## src/rtl/serial_adder_pkg.sv

```systemverilog
// Shared definitions for the bit-serial adder: FSM state encodings and default width.
package serial_adder_pkg;

    localparam int unsigned DEF_WIDTH = 8;

    typedef enum logic [1:0] {
        ST_IDLE = 2'd0,
        ST_RUN  = 2'd1,
        ST_DONE = 2'd2
    } state_t;

endpackage : serial_adder_pkg

```

## src/rtl/full_adder.sv

```systemverilog
// Existing 1-bit full adder cell, used as the per-bit adder of serial_adder.
module full_adder (
    input  logic A,
    input  logic B,
    input  logic Cin,
    output logic S,
    output logic Cout
);

    // Sum and carry of three input bits
    assign S    = A ^ B ^ Cin;
    assign Cout = (A & B) | (Cin & (A ^ B));

endmodule : full_adder

```

## src/rtl/serial_adder.sv

```systemverilog
// Bit-serial WIDTH-bit adder: one bit per clock, LSB first, around a single full_adder.
// Optional macro SERIAL_ADDER_OVF_EN adds the registered signed-overflow output OVF.
module serial_adder
    import serial_adder_pkg::*;
#(
    parameter int unsigned WIDTH = DEF_WIDTH
) (
    input  logic             clk,
    input  logic             rst,
    input  logic             start,
    input  logic [WIDTH-1:0] A,
    input  logic [WIDTH-1:0] B,
    input  logic             Cin,
    output logic [WIDTH-1:0] S,
    output logic             Cout,
    output logic             busy,
    output logic             done
`ifdef SERIAL_ADDER_OVF_EN
    ,
    output logic             OVF
`endif
);

    localparam int unsigned CW = $clog2(WIDTH + 1);

    state_t           r_state;
    logic [WIDTH-1:0] r_a_sh;
    logic [WIDTH-1:0] r_b_sh;
    logic [WIDTH-1:0] r_sum_sh;
    logic             r_carry;
    logic [CW-1:0]    r_count;
    logic             r_cout;
    logic             r_busy;
    logic             r_done;
`ifdef SERIAL_ADDER_OVF_EN
    logic             r_ovf;
`endif

    logic w_sum;
    logic w_cout;

    // Per-bit adder cell fed from the operand LSBs and the running carry
    full_adder u_fa (
        .A    (r_a_sh[0]),
        .B    (r_b_sh[0]),
        .Cin  (r_carry),
        .S    (w_sum),
        .Cout (w_cout)
    );

    // Control FSM, counter and shift registers with registered outputs
    always_ff @(posedge clk) begin
        if (rst) begin
            r_state  <= ST_IDLE;
            r_a_sh   <= '0;
            r_b_sh   <= '0;
            r_sum_sh <= '0;
            r_carry  <= 1'b0;
            r_count  <= '0;
            r_cout   <= 1'b0;
            r_busy   <= 1'b0;
            r_done   <= 1'b0;
`ifdef SERIAL_ADDER_OVF_EN
            r_ovf    <= 1'b0;
`endif
        end else begin
            case (r_state)
                ST_IDLE: begin
                    if (start) begin
                        r_a_sh   <= A;
                        r_b_sh   <= B;
                        r_carry  <= Cin;
                        r_sum_sh <= '0;
                        r_count  <= '0;
                        r_busy   <= 1'b1;
                        r_state  <= ST_RUN;
                    end
                end
                ST_RUN: begin
                    r_sum_sh <= {w_sum, r_sum_sh[WIDTH-1:1]};
                    r_a_sh   <= {1'b0, r_a_sh[WIDTH-1:1]};
                    r_b_sh   <= {1'b0, r_b_sh[WIDTH-1:1]};
                    r_carry  <= w_cout;
                    r_count  <= r_count + CW'(1);
                    // Last bit: capture the final carry and hand off to DONE
                    if (r_count == CW'(WIDTH - 1)) begin
                        r_cout  <= w_cout;
`ifdef SERIAL_ADDER_OVF_EN
                        r_ovf   <= r_carry ^ w_cout;
`endif
                        r_busy  <= 1'b0;
                        r_done  <= 1'b1;
                        r_state <= ST_DONE;
                    end
                end
                ST_DONE: begin
                    r_done  <= 1'b0;
                    r_state <= ST_IDLE;
                end
                default: begin
                    r_busy  <= 1'b0;
                    r_done  <= 1'b0;
                    r_state <= ST_IDLE;
                end
            endcase
        end
    end

    assign S    = r_sum_sh;
    assign Cout = r_cout;
    assign busy = r_busy;
    assign done = r_done;
`ifdef SERIAL_ADDER_OVF_EN
    assign OVF  = r_ovf;
`endif

endmodule : serial_adder

```

## config.mk

```make
export PLATFORM = sky130hd
export DESIGN_NAME = serial_adder
export DESIGN_NICKNAME = d
export VERILOG_FILES = /design/src/rtl/serial_adder_pkg.sv /design/src/rtl/full_adder.sv /design/src/rtl/serial_adder.sv
export SDC_FILE = /design/constraint.sdc
export NUM_CORES = 1
export LEC_CHECK = 0
export CAP_MARGIN = 20
export CELL_PAD_IN_SITES_DETAIL_PLACEMENT = 0
export CELL_PAD_IN_SITES_GLOBAL_PLACEMENT = 1
export CORE_ASPECT_RATIO = 0.6
export CORE_MARGIN = 10
export CORE_UTILIZATION = 35
export DETAILED_ROUTE_END_ITERATION = 12
export GPL_TIMING_DRIVEN = 0
export PLACE_DENSITY = 0.75
export REMOVE_ABC_BUFFERS = 1
export SLEW_MARGIN = 0
export SYNTH_ARGS = -nofsm -noshare
export SYNTH_HDL_FRONTEND = slang
export SYNTH_SLANG_ARGS = --single-unit
```

## constraint.sdc

```tcl
create_clock -name clk -period 2 [get_ports clk]
set_input_delay 0.2 -clock clk [delete_from_list [all_inputs] [get_ports clk]]
set_output_delay 0.2 -clock clk [all_outputs]
set_load 0.02 [all_outputs]
```

==> impl_metrics.toml <==
[logic_synthesis]
synth_edf_count = 0
netlist.area_leader.share_pct = 49.0
ys_seq_area_share_pct = 49.0
yosysMostFrequentCell = "dfxtp_1"
ys_top_cells_by_count = "dfxtp_1 (34), nor2_1 (31), a211oi_1 (13)"
avgSynthCellArea_sq_um = 8.91
synthesis.instances = 156
synthFlopType = "dfxtp_1"
ys_top_cells_by_area = "dfxtp_1 (49%), nor2_1 (8.4%), a211oi_1 (7.0%)"
synth.ff_latch_count = 34
async_flop_share_pct = 0
ys_warn_count = 0
synthesis.area_sq_mm = 0.00139
synth_top_area_cell = "dfxtp_1"
synth_cell_type_count = 32

[placement]
port_buffers = 30
place_ws_ns = -0.0937
place_inst = 222
place_congestion = 0.735
placed_cell_area_sq_mm = 0.00173
dpl.hpwl_um = 2360

[setup_path]
worstSetupStartpointType = "flop"
endpoint_kind = "flop"
path_class = "reg2reg"
reg2reg_from = "r_state[0]"
critPathBufInv = 1
slowest_stage = "dfxtp_2"
arrival_ns = 1.85
required_ns = 2.19
worst-path-max-fanout = 16
cpPeakStageDelay_ns = 0.53
critPathLaunch = "r_state[0]"
path_cells = "nor2b_1, buf_6, a21oi_1, a221oi_1"
critPathTopFamily = "flip-flops"

[final_layout]
stdcell_area_sq_mm = 0.00183
regArea_sq_um = 682
fin_util_pct = 48.9
syn_to_final_growth_pct = 31.7
final-instance-count-excl-fill = 230
fin_nets = 204
multi_input_area_sq_um = 637
fill_cells = 365
drive_above_1_share_pct = 7.10
diodes = 0

[global_routing]
grt_start_max_net_pins = 28
grt_usage_pct = 10.5
grt_first_pass_wirelength_um = 5810
antenna_found_initial = 0
gr-total-overflow = 0
grt_pass1_vias = 1191

[drt]
drt_iter0_drc = 62
vias = 1200
drt_wl_total_um = 3430
drtAntennaViolNets = 0
routed_via_density = 5.22
drc = 0
wl_per_cell_um = 14.9
firstDrtPassIters = 4

[power]
power_frac_comb_pct = 13.1
p_sw_mw = 0.372
switching_share_pct = 25.5
leakagePower_nw = 0.675
ir_worst_vdd_mv = 0.477
p_int_mw = 1.09
cellPowerDensity_mw_per_mm2 = 796
clock_power_share_pct = 36.3
seqPwrFrac_pct = 50.6

[floorplan]
start_util_pct = 37.1
die_area_sq_mm = 0.00698
num_rows = 17
fp.coreArea_sq_mm = 0.00374
fp.dieH_um = 68.8
fp.dieW_um = 101
boundaryPins = 31

[clock_tree]
cts_resized = 0
cts_root_buf = "clkbuf_8"
cts_hold_buf = 0
cts_tree = "done"
clock_latency_ns = 0.28
cts_buffers = 5
clkTransAtPathRegs_ns = 0.07
cts.sinks = 34
cts_buffer_depth = 2
postCtsSetupRepairBufs = 0
h-tree-depth = 2

[timing]
maxSlewViolCount = 0
timing_hold_violations_final = 0
rsz0062_at_grt = "no"
relSlewSlack_pct = 62.9
finClkSkew_ns = 0.00348
fmax_ghz = 0.605
tns_ns = 0
min_period_over_period_pct = 82.7
tightest_slew_ns = 0.554
setup_ws_ns = 0.347
setup_violations = 0
fin_crit_ns = 1.65

[run]
cap_violations = 0

[hold_path]
hold_class = "reg2reg"
min_from = "done"

[run_status]
status = "finished clean"
sequential cells by signal, indices dropped and copies added, names as in the netlist:
register / flops
r_a_sh: 8
r_b_sh: 8
r_carry: 1
S: 8
busy: 1
Cout: 1
done: 1
r_count: 4
r_state: 2
layout by cell type, fill, tap and decap left out, types with 2 or more instances in the layout:
cell	n
a211oi_1	13
a21oi_1	8
a221oi_1	3
a22oi_1	10
clkbuf_8	6
clkdlybuf4s50_1	30
dfxtp_1	33
inv_1	4
nand2_1	9
nand2b_1	2
nand3_1	2
nor2_1	31
nor3_1	2
o22ai_1	4
o2bb2ai_1	5
per-layer routing:
metal	vias to the layer above	routed length, um	GRT usage, %
met5	-	0	0
met4	0	30	5.19
met3	4	180	3.77
met2	21	1520	17.2
met1	562	1700	12.3
li1	613	-	-
through the flow:
step / total power, mW / hold slack, ns
6_report: 1.46 / 0.465
5_1_grt: 1.53 / 0.481
4_1_cts: 1.47 / 0.467
3_5_place_dp: 0.943 / 0.456
3_3_place_gp: 0.928 / 0.455
2_1_floorplan: 0.846 / 0.269
worst register-to-register path, delay by kind of cell, from the launching register on:
kind | cells | cell delay (ns)
AO/OA/AOI/OAI | 2 | 0.36
AND/OR/NAND/NOR | 1 | 0.44
buffers and inverters | 1 | 0.23
flip-flops | 1 | 0.53
cell families after synthesis:
group                    count (synthesis)  share of synthesized area (%)
AO/OA/AOI/OAI                           51                           27.0
flip-flops                              34                           49.0
adder cells (fa/ha/maj)                  2                           2.34
multiplexers                             1                          0.720
buffers and inverters                   18                           5.76
AND/OR/NAND/NOR                         50                           15.2
cell type report:
class | count | share of cell area (%)
Clock buffer | 6 | 4.51
Clock inverter | 2 | 0.684
Inverter | 5 | 1.03
Multi-Input combinational cell | 104 | 34.8
Sequential cell | 34 | 37.3
Tap cell | 47 | 3.21
Timing Repair Buffer | 32 | 18.5
final timing paths:
kind | slack [ns] | cells past startpoint | to
hold / removal | 0.47 | 2 | done
setup / recovery | 0.35 | 4 | r_a_sh[0]
hold reg to reg | 0.47 | 2 | done
setup reg to reg | 0.35 | 4 | r_a_sh[0]
power by group through the flow:
stage	sequential [mW]	clock, mW	combinational (mW)
after floorplan	0.751	0	0.0944
after global placement	0.752	0	0.176
after detailed placement	0.753	0	0.190
after CTS	0.738	0.543	0.191
after global routing	0.742	0.575	0.210
final	0.738	0.529	0.190
Power figures use the tool's default switching activity.
